**src/rtl/gpio_pkg.sv**
```systemverilog
// Shared constants for the GPIO bank: register offsets, bus widths and a
// byte-strobe expansion helper.
package gpio_pkg;

    localparam int unsigned ADDR_W = 32;
    localparam int unsigned DATA_W = 32;
    localparam int unsigned STRB_W = 4;
    localparam int unsigned OFF_W  = 8;

    localparam logic [OFF_W-1:0] GPIO_OUT  = 8'h00;
    localparam logic [OFF_W-1:0] GPIO_SET  = 8'h04;
    localparam logic [OFF_W-1:0] GPIO_CLR  = 8'h08;
    localparam logic [OFF_W-1:0] GPIO_TGL  = 8'h0C;
    localparam logic [OFF_W-1:0] GPIO_DIR  = 8'h10;
    localparam logic [OFF_W-1:0] GPIO_IN   = 8'h14;
    localparam logic [OFF_W-1:0] GPIO_RISE = 8'h18;
    localparam logic [OFF_W-1:0] GPIO_FALL = 8'h1C;
    localparam logic [OFF_W-1:0] GPIO_STAT = 8'h20;

    // Expand the four byte strobes into a 32-bit lane mask.
    function automatic logic [DATA_W-1:0] strb_to_mask(input logic [STRB_W-1:0] strb);
        return {{8{strb[3]}}, {8{strb[2]}}, {8{strb[1]}}, {8{strb[0]}}};
    endfunction

endpackage

```
**src/rtl/gpio_sync_edge.sv**
```systemverilog
// Multi-stage input synchroniser followed by a one-cycle rise/fall detector.
module gpio_sync_edge #(
    parameter int unsigned WIDTH       = 8,
    parameter int unsigned SYNC_STAGES = 2
) (
    input  logic             clk,
    input  logic             reset,
    input  logic [WIDTH-1:0] i_pins,
    output logic [WIDTH-1:0] o_sync,
    output logic [WIDTH-1:0] o_rise,
    output logic [WIDTH-1:0] o_fall
);

    logic [WIDTH-1:0] r_stage [SYNC_STAGES];
    logic [WIDTH-1:0] r_prev;

    always_ff @(posedge clk or posedge reset) begin
        if (reset) begin
            for (int i = 0; i < SYNC_STAGES; i++) begin
                r_stage[i] <= '0;
            end
            r_prev <= '0;
        end else begin
            r_stage[0] <= i_pins;
            for (int i = 1; i < SYNC_STAGES; i++) begin
                r_stage[i] <= r_stage[i-1];
            end
            r_prev <= r_stage[SYNC_STAGES-1];
        end
    end

    assign o_sync = r_stage[SYNC_STAGES-1];
    assign o_rise = o_sync & ~r_prev;
    assign o_fall = ~o_sync & r_prev;

endmodule

```
**src/rtl/gpio_bank.sv**
```systemverilog
// Memory-mapped GPIO bank on the picorv32 native bus: output register with
// atomic set/clear/toggle, direction, synchronised inputs and edge interrupts.
module gpio_bank
    import gpio_pkg::*;
#(
    parameter int unsigned       WIDTH       = 8,
    parameter logic [ADDR_W-1:0] BASE_ADDR   = 32'h0200_0100,
    parameter int unsigned       SYNC_STAGES = 2,
    parameter logic [WIDTH-1:0]  RESET_OUT   = '0
) (
    input  logic              clk,
    input  logic              reset,
    input  logic              mem_valid,
    input  logic [ADDR_W-1:0] mem_addr,
    input  logic [DATA_W-1:0] mem_wdata,
    input  logic [STRB_W-1:0] mem_wstrb,
    output logic              mem_ready,
    output logic [DATA_W-1:0] mem_rdata,
    input  logic [WIDTH-1:0]  gpio_in,
    output logic [WIDTH-1:0]  gpio_out,
    output logic [WIDTH-1:0]  gpio_oe,
    output logic              irq
);

    logic [WIDTH-1:0]  r_out;
    logic [WIDTH-1:0]  r_dir;
    logic [WIDTH-1:0]  r_rise_en;
    logic [WIDTH-1:0]  r_fall_en;
    logic [WIDTH-1:0]  r_stat;
    logic              r_ready;
    logic [DATA_W-1:0] r_rdata;
    logic              r_irq;

    logic              w_sel;
    logic              w_acc;
    logic              w_wr;
    logic [OFF_W-1:0]  w_off;
    logic [DATA_W-1:0] w_mask32;
    logic [WIDTH-1:0]  w_bits;
    logic [WIDTH-1:0]  w_bm;
    logic [WIDTH-1:0]  w_w1c;
    logic [WIDTH-1:0]  w_stat_nxt;
    logic [DATA_W-1:0] w_rdata;
    logic [WIDTH-1:0]  w_sync;
    logic [WIDTH-1:0]  w_rise;
    logic [WIDTH-1:0]  w_fall;
    logic              w_unused;

    gpio_sync_edge #(
        .WIDTH       (WIDTH),
        .SYNC_STAGES (SYNC_STAGES)
    ) u_sync_edge (
        .clk    (clk),
        .reset  (reset),
        .i_pins (gpio_in),
        .o_sync (w_sync),
        .o_rise (w_rise),
        .o_fall (w_fall)
    );

    // Access happens once, on the edge where the request is seen and not yet acked.
    assign w_sel    = mem_valid && (mem_addr[ADDR_W-1:OFF_W] == BASE_ADDR[ADDR_W-1:OFF_W]);
    assign w_acc    = w_sel && !r_ready;
    assign w_wr     = w_acc && (mem_wstrb != '0);
    assign w_off    = mem_addr[OFF_W-1:0];
    assign w_mask32 = strb_to_mask(mem_wstrb);
    assign w_bm     = w_mask32[WIDTH-1:0];
    assign w_bits   = mem_wdata[WIDTH-1:0] & w_bm;
    assign w_unused = ^{mem_wdata, w_mask32};

    // A fresh edge outranks a simultaneous write-1-clear of the same bit.
    assign w_w1c      = (w_wr && (w_off == GPIO_STAT)) ? w_bits : '0;
    assign w_stat_nxt = (r_stat & ~w_w1c) | (w_rise & r_rise_en) | (w_fall & r_fall_en);

    always_comb begin
        w_rdata = '0;
        case (w_off)
            GPIO_OUT:  w_rdata = DATA_W'(r_out);
            GPIO_DIR:  w_rdata = DATA_W'(r_dir);
            GPIO_IN:   w_rdata = DATA_W'(w_sync);
            GPIO_RISE: w_rdata = DATA_W'(r_rise_en);
            GPIO_FALL: w_rdata = DATA_W'(r_fall_en);
            GPIO_STAT: w_rdata = DATA_W'(r_stat);
            default:   w_rdata = '0;
        endcase
    end

    // Bus handshake: one-cycle ready, rdata held at zero outside the ack cycle.
    always_ff @(posedge clk or posedge reset) begin
        if (reset) begin
            r_ready <= 1'b0;
            r_rdata <= '0;
        end else begin
            r_ready <= w_acc;
            r_rdata <= w_acc ? w_rdata : '0;
        end
    end

    always_ff @(posedge clk or posedge reset) begin
        if (reset) begin
            r_out     <= RESET_OUT;
            r_dir     <= '0;
            r_rise_en <= '0;
            r_fall_en <= '0;
        end else if (w_wr) begin
            case (w_off)
                GPIO_OUT:  r_out     <= (r_out & ~w_bm) | w_bits;
                GPIO_SET:  r_out     <= r_out | w_bits;
                GPIO_CLR:  r_out     <= r_out & ~w_bits;
                GPIO_TGL:  r_out     <= r_out ^ w_bits;
                GPIO_DIR:  r_dir     <= (r_dir & ~w_bm) | w_bits;
                GPIO_RISE: r_rise_en <= (r_rise_en & ~w_bm) | w_bits;
                GPIO_FALL: r_fall_en <= (r_fall_en & ~w_bm) | w_bits;
                default:   ;
            endcase
        end
    end

    always_ff @(posedge clk or posedge reset) begin
        if (reset) begin
            r_stat <= '0;
            r_irq  <= 1'b0;
        end else begin
            r_stat <= w_stat_nxt;
            r_irq  <= |w_stat_nxt;
        end
    end

    assign mem_ready = r_ready;
    assign mem_rdata = r_rdata;
    assign gpio_out  = r_out;
    assign gpio_oe   = r_dir;
    assign irq       = r_irq;

endmodule

```
**config.mk**
```make
export PLATFORM = sky130hd
export DESIGN_NAME = gpio_bank
export DESIGN_NICKNAME = d
export VERILOG_FILES = /design/src/rtl/gpio_pkg.sv /design/src/rtl/gpio_sync_edge.sv /design/src/rtl/gpio_bank.sv
export SDC_FILE = /design/constraint.sdc
export NUM_CORES = 1
export LEC_CHECK = 0
export ABC_AREA = 1
export BUFFER_PORTS_ARGS = -buffer_cell sky130_fd_sc_hd__buf_2
export CORE_MARGIN = 1.5
export CORE_UTILIZATION = 40
export CTS_BUF_LIST = sky130_fd_sc_hd__clkbuf_4 sky130_fd_sc_hd__clkbuf_8 sky130_fd_sc_hd__clkbuf_16
export CTS_CLUSTER_DIAMETER = 150
export DETAILED_ROUTE_END_ITERATION = 12
export PLACE_DENSITY = 0.66
export SLEW_MARGIN = 20
export SYNTH_ARGS = -nofsm -noshare
export SYNTH_HDL_FRONTEND = slang
export SYNTH_SLANG_ARGS = --single-unit
```
**constraint.sdc**
```tcl
create_clock -name clk -period 5.9 [get_ports clk]
set_clock_uncertainty 0.05 [all_clocks]
set_input_delay 1.18 -clock clk [delete_from_list [all_inputs] [get_ports clk]]
set_output_delay 1.18 -clock clk [all_outputs]
set_load 0.02 [all_outputs]
```
==> metrics list, run 1 <==
- CORE AREA: approximately 9200 sq um
- By area, the combinational part of the netlist is dominated by simple AND/OR/NAND/NOR gates.
- Once routing completed, OpenROAD measured the worst setup slack at roughly 3200 ps.
* Final net count: approximately 600
- Along the worst path, the maximum fanout reaches 16.
- Detailed placement finished with a half-perimeter wire length of slightly above 6000 microns.
* Synth Area in Adders: between 2 and 3%
* Initial antenna violation count: 0
- Initial Utilization: slightly above 40%
- For this run, the share of the core covered by cells in the final layout is 48.3%.
- Number of max-cap violations: 0
- Area taken by multi-input logic gates: 1440 sq um
- After synthesis, the mean cell area works out to just over 9 sq um.
* Worst setup SP type: input pin
* Total number of yosys warnings: 0
- Weighted congestion at the end of routability-driven global placement: 0.854
- In the synthesized netlist the dominant register cell turns out to be sky130_fd_sc_hd__dfrtp_1.
- In the final layout, flip-flops and latches occupy 1850 sq um.
* Max clock buf depth: 2
- Most frequent cells in the layout: sky130_fd_sc_hd__inv_1 (83), sky130_fd_sc_hd__buf_2 (80), sky130_fd_sc_hd__dfrtp_1 (74)
* Top achievable clock speed: 372 MHz
- The max-slew violation total from the final report was 0.
- The die covers 9930 sq um.
- Summing the areas of all and, or, nand and nor instances in the mapped netlist gives between 15 and 20% of the synthesized area.
- Clock-pin slew was measured on the worst setup and hold paths at ~80 ps.
* Total negative slack: 0 ps
- Leaving out fill and tap cells, the most frequent cell in the layout is sky130_fd_sc_hd__inv_1.
- Multiplexer cells account for roughly 6.4% of the synthesized area.
- Via count of the first global-routing pass: 2767
* Chip height: between 90 and 100 microns
- Number of buffers created by CTS: 9
- Hold buffers post-CTS: 0
- Number of search-and-repair iterations in the first detailed-routing pass: 4
* Detailed-route DRC error count: 0
* Maximum number of pins on one net before global-route repair: 75
* Cell variety after synth: 32
* Worst-case setup slack after placement: roughly 2800 ps
- The synthesized design contains 74 register bits.
* Power density over the cells: approximately 250 nW/um^2
- First-pass GRT wire length: roughly 14000 microns
- Relative to the synthesized area, the layout overhead comes to 18.3%.
- Headroom to the max-slew limit came out at between 30% and 40%.
- The cell that appears most often on the critical path is sky130_fd_sc_hd__nand2_1.
- Using the TritonRoute via totals, the vias-per-cell ratio works out to about 5.
- Counting every instance in the synthesized netlist gives 413.
- Across the VDD grid, the largest voltage drop is 0.166 mV.
* Post-layout minimum cycle time: between 2000 and 3000 ps
- Total routed wirelength: roughly 8800 microns
- Number of filler cells placed in the layout: slightly below 900
* Fraction of final layout cells sized beyond drive strength 1: a little under a quarter
- In this run the tool buffered the top-level ports with 80 buffer cells.
- Dividing the final minimum period by the clock period gives about 46%.
* Fraction of synthesis flops using an asynchronous set or reset pin: 100%
- Measured along the x axis, the die boundary spans 99.7 microns.
* CTS resizes: 0
* P_leak: 2.49 nW
- CTS placed an instance of sky130_fd_sc_hd__clkbuf_8 at the clock tree root.
* Vias after detailed routing: between 2000 and 3000
* Result of the run: finished, final reports clean
* Final setup violation count: 0
* Number of flops mapped to enable cells by yosys: 0
* Critical Path AT: 2860 ps
- Iteration-0 DRC count of the detailed router: around 170
- Cell Area, Synth: 3740 sq um
* Worst hold path type: flop to flop
* Worst setup path category: input pin to flop
- 129 I/O pins were placed.
- After Yosys synthesis, XOR and XNOR cells account for 0% of the synthesized area.
* Worst Setup End Kind: flop
- The number of setup buffers added after CTS is 0.
* N_diodes: 0
* RSZ-0062 raised after global routing: no
* Routed wire length per instance: 14.2 microns
- Complex-gate fraction of the synthesized area: under 10%
* Source-to-sink clock delay at the later pin of the worst-skew pair: around 350 ps
- STA puts the critical path data required time at about 6100 ps.
- Worst slew pin tran: 911 ps
- In the global route stage, overall resource usage came out at a little under a fifth.
- Delay of the slowest critical-path stage: between 500 and 600 ps
* Global route overflow: 0
- Hold Violations, Final: 0
- For this design, the sink count on the clock tree is 74.
- H-tree Lvls: 3
- Number of standard-cell rows in the floorplan: 35
* Antenna Violating Nets Remaining: 0
- Sequential area share after synthesis: about half
- CP max stage cell: sky130_fd_sc_hd__nor3_4
- CTS tree: yes
- Cell-by-cell trace of the critical path: buf_2, nor2_1, nand2_1, nor3_4, nand4_1, a21oi_1, nand2_1, nor2_1, nand2_1
-- per-layer routing --
layer | track usage [%] | routed length [microns]
met1 | 24.4 | 3910
met2 | 27.7 | 3920
met3 | 4.43 | 629
met4 | 9.75 | 295
met5 | 0 | 0
-- path summary, 6_finish.rpt --
check                                         from  cells after the start  slack [ps]                      end
setup / recovery                       mem_addr[7]                      9        3210                      irq
hold / removal             u_sync_edge.r_stage[14]                      0         290    u_sync_edge.o_sync[6]
setup reg to reg                         mem_ready                      9        3810                     flop
hold reg to reg            u_sync_edge.r_stage[14]                      0         290    u_sync_edge.o_sync[6]
max in group asynchronous                    reset                      3        4160  u_sync_edge.r_stage[14]
min in group asynchronous                    reset                      3        1060                async pin
-- cells by family after synthesis --
kind of cell | count (synthesis)
mux | 24
fa+ha+maj | 8
buf+inv | 114
simple gates | 131
flops | 74
compound gates | 61
other cells | 1
-- cells in the mapped netlist, types with 2 or more instances --
master	number	area [sq um]
sky130_fd_sc_hd__inv_1	84	315
sky130_fd_sc_hd__dfrtp_1	74	1850
sky130_fd_sc_hd__nand2_1	57	214
sky130_fd_sc_hd__nor2_1	29	109
sky130_fd_sc_hd__buf_4	25	188
sky130_fd_sc_hd__mux2i_1	24	240
sky130_fd_sc_hd__o21ai_0	17	85.1
sky130_fd_sc_hd__a21oi_1	14	70.1
sky130_fd_sc_hd__nand3_1	14	70.1
sky130_fd_sc_hd__o22ai_1	13	81.3
sky130_fd_sc_hd__ha_1	8	100
sky130_fd_sc_hd__nand4_1	8	50.1
sky130_fd_sc_hd__o31ai_1	8	60.1
sky130_fd_sc_hd__nor3_1	6	30.0
sky130_fd_sc_hd__inv_2	3	11.3
sky130_fd_sc_hd__nand2_2	3	18.8
sky130_fd_sc_hd__nor2_2	3	18.8
sky130_fd_sc_hd__nor2_4	3	33.8
sky130_fd_sc_hd__o221ai_1	3	26.3
sky130_fd_sc_hd__a211oi_1	2	15.0
sky130_fd_sc_hd__nor2_8	2	40.0
sky130_fd_sc_hd__nor3_2	2	20.0
sky130_fd_sc_hd__o21ai_1	2	10.0
-- through the flow --
| step | cell area (sq um) | power [W] | instances | hold slack (ps) |
|---|---|---|---|---|
| 2_1_floorplan | 3820 | 0.000582 | 436 | 281 |
| 6_report | 4420 | 0.00109 | 617 | 290 |
| 5_1_grt | 4420 | 0.00113 | 617 | 306 |
| 4_1_cts | 4420 | 0.00110 | 617 | 296 |
| 3_3_place_gp | 4170 | 0.000597 | 601 | 283 |
| 3_5_place_dp | 4170 | 0.000600 | 601 | 286 |
-- power by group --
| group | internal, W | total, W | leakage (nW) | switching, W |
|---|---|---|---|---|
| Combinational | 0.0000216 | 0.0000700 | 1.41 | 0.0000484 |
| Sequential | 0.000515 | 0.000519 | 0.952 | 0.00000380 |
| Clock | 0.000309 | 0.000496 | 0.126 | 0.000187 |
| Total | 0.000846 | 0.00109 | 2.49 | 0.000240 |
-- worst max-delay path, delay by kind of cell --
kind	cells	cell delay [ps]
and+or+nand+nor	7	1320
buffers and inverters	1	110
AOI/OAI and AO/OA	1	260
-- area by class of cell --
| cell class | instances | area share, % |
|---|---|---|
| Multi-Input combinational cell | 248 | 32.6 |
| Tap cell | 111 | 3.14 |
| Clock inverter | 4 | 2.21 |
| Inverter | 87 | 7.38 |
| Sequential cell | 74 | 41.9 |
| Timing Repair Buffer | 81 | 9.22 |
| Clock buffer | 12 | 3.59 |
Power figures use the tool's default switching activity.
==> run 2, diff against run 1 <==
--- a/config.mk
+++ b/config.mk
@@ -12,7 +12,7 @@
 export CTS_BUF_LIST = sky130_fd_sc_hd__clkbuf_4 sky130_fd_sc_hd__clkbuf_8 sky130_fd_sc_hd__clkbuf_16
 export CTS_CLUSTER_DIAMETER = 150
 export DETAILED_ROUTE_END_ITERATION = 12
-export PLACE_DENSITY = 0.66
+export PLACE_DENSITY = 0.69
 export SLEW_MARGIN = 20
 export SYNTH_ARGS = -nofsm -noshare
 export SYNTH_HDL_FRONTEND = slang
==> constraint.sdc (replaced) <==
create_clock -name clk -period 2.2 [get_ports clk]
set_clock_uncertainty 0.05 [all_clocks]
set_input_delay 0.44 -clock clk [delete_from_list [all_inputs] [get_ports clk]]
set_output_delay 0.44 -clock clk [all_outputs]
set_load 0.02 [all_outputs]
==> run 2 against run 1 <==
Setup slack lost 3000 ps. Wire length increased by 1.4%. Sequential cell count is the same. Global-route usage up 1.1 points. Utilization is 0.53 points higher. Count of clock-buffer cells in the layout is 1 higher. Non-clock buffer count grew 13. Highest routed layer unchanged.
==> metrics list, run 2 (same netlist as run 1, synthesis figures left out) <==
* Fraction of final layout cells sized beyond drive strength 1: 25.1% (was 23.3%)
- Highest metal layer used by the detailed router: met4 (unchanged)
* Clock Power Share: 37.5% (was 45.7%)
* Hold Violations, Final: 0 (unchanged)
* Most frequent cells in the layout: sky130_fd_sc_hd__inv_1 (83), sky130_fd_sc_hd__buf_2 (80), sky130_fd_sc_hd__dfrtp_1 (74) (unchanged)
- Static timing analysis puts the maximum clock frequency at approximately 520 MHz.
- The number of hold-repair buffers added at the cts stage is 0 (unchanged).
* Via count of the first global-routing pass: 2966 (was 2767)
- Result of the run: finished, final reports clean (unchanged).
- DR WL met3: 612 microns (was 629 microns)
* Worst setup path category: flop to flop (was input pin to flop)
- Sequential group share of total power: 54.8% (was 47.8%)
- The quantity of I/O buffers inserted on ports was 80 (unchanged).
- The critical-path maximum fanout is 7 (was 16).
- The cell total after placement is 614 (was 601).
- The number of iterations in the first detailed-routing pass is 4 (unchanged).
* Initial Utilization: 40.8% (unchanged)
* CORE AREA: 9150 sq um (unchanged)
- The endpoint kind of the worst setup timing path is a flop (unchanged).
* Number of buffers created by CTS: 9 (unchanged)
* Commonest non-fill, non-tap cell in the layout: sky130_fd_sc_hd__inv_1 (unchanged)
- The combinational fraction of design power was 7.7% (was 6.4%).
- The weighted congestion reported at the end of routability-driven placement is 0.843 (was 0.854).
- The buffer type at the clock tree root is sky130_fd_sc_hd__clkbuf_8 (unchanged).
* DRT met1 WL: 3910 microns (about the same)
- Post-layout instance count excluding filler cells: 629 (was 617)
- Initial antenna violation count: 0 (unchanged)
- The max-slew violation total from the final report was 0 (unchanged).
- The x dimension of the die is 99.7 microns (unchanged).
- In the finished design, the share of the clock period the worst path needs comes to between 80% and 90%.
* Source-to-sink clock delay at the later pin of the worst-skew pair: 340 ps (was 350 ps)
- Subtracting the final worst setup slack from the clock period gives ~1900 ps.
* Max clock buf depth: 2 (unchanged)
- Number of ports placed on the die boundary: 129 (unchanged)
- The number of design-rule violations left by the first detailed-router iteration is 295 (was 174).
- The DRC violation count after routing is 0 (unchanged).
* CTS resizes: 0 (unchanged)
- The number of inserted diodes was 0 (unchanged).
- Critical Path AT: 2110 ps (was 2860 ps)
- Number of standard-cell rows in the floorplan: 35 (unchanged)
* Maximum resistive drop on vdd: 0.434 mV (was 0.166 mV)
- The total power density per cell area came to 569 nW/um^2 (was 245 nW/um^2).
- The total wire length came to 8870 microns (was 8750 microns).
* Area growth from synthesis to final layout: 19.7% (was 18.3%)
- The count of maximum capacitance violations is 0 (unchanged).
- The number of nets in the finished design was 601 (was 588).
- The maximum number of pins on one net before global-route repair is 37 (was 75).
* CTS tree: yes (unchanged)
- P_leak: 2.53 nW (was 2.49 nW)
* Required time reported for the critical path endpoint: 2370 ps (was 6070 ps)
- Sw frac: 23.9% (was 22.1%)
* Number of sinks handled by clock tree synthesis: 74 (unchanged)
* Worst setup slack for register-to-register paths: 260 ps (was 3810 ps)
- The detailed-placement wirelength estimate is 6610 microns (was 6220 microns).
* RR Startpoint: mem_ready (unchanged)
* Global Route Usage Sum: 19.5% (was 18.4%)
- The final instance area is 4470 sq um (was 4420 sq um).
- Routed wire length per instance: 14.1 microns (was 14.2 microns)
- Sw Pwr: 0.000608 W (was 0.000240 W)
* Launch point of the critical path: mem_ready (was mem_addr[7])
* Worst hold path type: input pin to async pin (was flop to flop)
- Vias after detailed routing: 3060 (was 2999)
- Chip height: 99.7 microns (unchanged)
* Area of the die: 9930 sq um (unchanged)
* Clock-pin slew reported for the worst setup and hold paths after clock tree synthesis: 70 ps (was 80 ps)
* H-tree Lvls: 3 (unchanged)
- Number of buffers inserted to repair setup after CTS: 0 (unchanged)
- First-pass GRT wire length: 14600 microns (was 13800 microns)
- The final setup violation count was 0 (unchanged).
- Avg Vias per Cell: 4.86 (about the same)
- The kind of launch point of the worst setup path was a flop (was input pin).
* Antenna Violating Nets Remaining: 0 (unchanged)
- The met2 wirelength from detailed routing came to 4210 microns (was 3920 microns).
* Internal power component: 0.00193 W (was 0.000846 W)
- The sum of overflow across all layers after global routing is 0 (unchanged).
- The summed negative setup slack over all endpoints is 0 ps (unchanged).
- The cell area after placement was 4290 sq um (was 4170 sq um).
* RSZ-0062 raised after global routing: no (unchanged)
-- run 2: power groups by stage --
| stage | Clock, W | Sequential (W) | Combinational [W] |
|---|---|---|---|
| finish | 0.000955 | 0.00139 | 0.000196 |
| global route | 0.00104 | 0.00139 | 0.000221 |
| CTS | 0.000989 | 0.00139 | 0.000197 |
| detailed placement | 0 | 0.00142 | 0.000197 |
| global placement | 0 | 0.00142 | 0.000191 |
| floorplan | 0 | 0.00142 | 0.000144 |
-- run 2: worst max-delay path, cell delays in order (launching register included) --
cell and delay (ps):
sky130_fd_sc_hd__dfrtp_1 380, sky130_fd_sc_hd__inv_1 50, sky130_fd_sc_hd__nand2_1 40, sky130_fd_sc_hd__nor2_1 100, sky130_fd_sc_hd__nand3_1 130, sky130_fd_sc_hd__nor2_4 250, sky130_fd_sc_hd__buf_4 210, sky130_fd_sc_hd__nand4_1 90
sky130_fd_sc_hd__a21oi_1 250, sky130_fd_sc_hd__nand2_1 80, sky130_fd_sc_hd__nor2_1 90, sky130_fd_sc_hd__nand2_1 100
-- run 2: path summary, 6_finish.rpt --
path,cells past startpoint,endpoint
worst max register to register,11,irq
worst min-delay path,2,async pin
max in group asynchronous,3,u_sync_edge.o_sync[6]
min in group clk,1,u_sync_edge.r_stage[8]
worst max-delay path,11,irq
worst min register to register,0,u_sync_edge.o_sync[0]
-- run 2: area by class of cell --
cell class                      count  area (sq um)
Clock inverter                      2          12.5
Tap cell                          111           139
Inverter                           87           330
Multi-Input combinational cell    248          1440
Clock buffer                       13           166
Fill cell                         873          4680
Timing Repair Buffer               94           531
Sequential cell                    74          1850
-- run 2: stage by stage --
stage / hold slack [ps] / worst slack (ps) / util, % / power (W)
final: 61.4 / 259 / 48.9 / 0.00254
after CTS: 55.2 / 232 / 48.9 / 0.00258
after global placement: 283 / 93.0 / 46.9 / 0.00161
after global routing: 83.8 / 122 / 48.9 / 0.00266
after detailed placement: 286 / 43.6 / 46.9 / 0.00162
after floorplan: 281 / 514 / - / 0.00156
-- run 2: per-layer routing --
layer	global-route usage [%]	up-vias
li1	-	1476
met1	26.1	1442
met2	30.3	132
met3	4.22	10
met4	8.99	0
met5	0	-
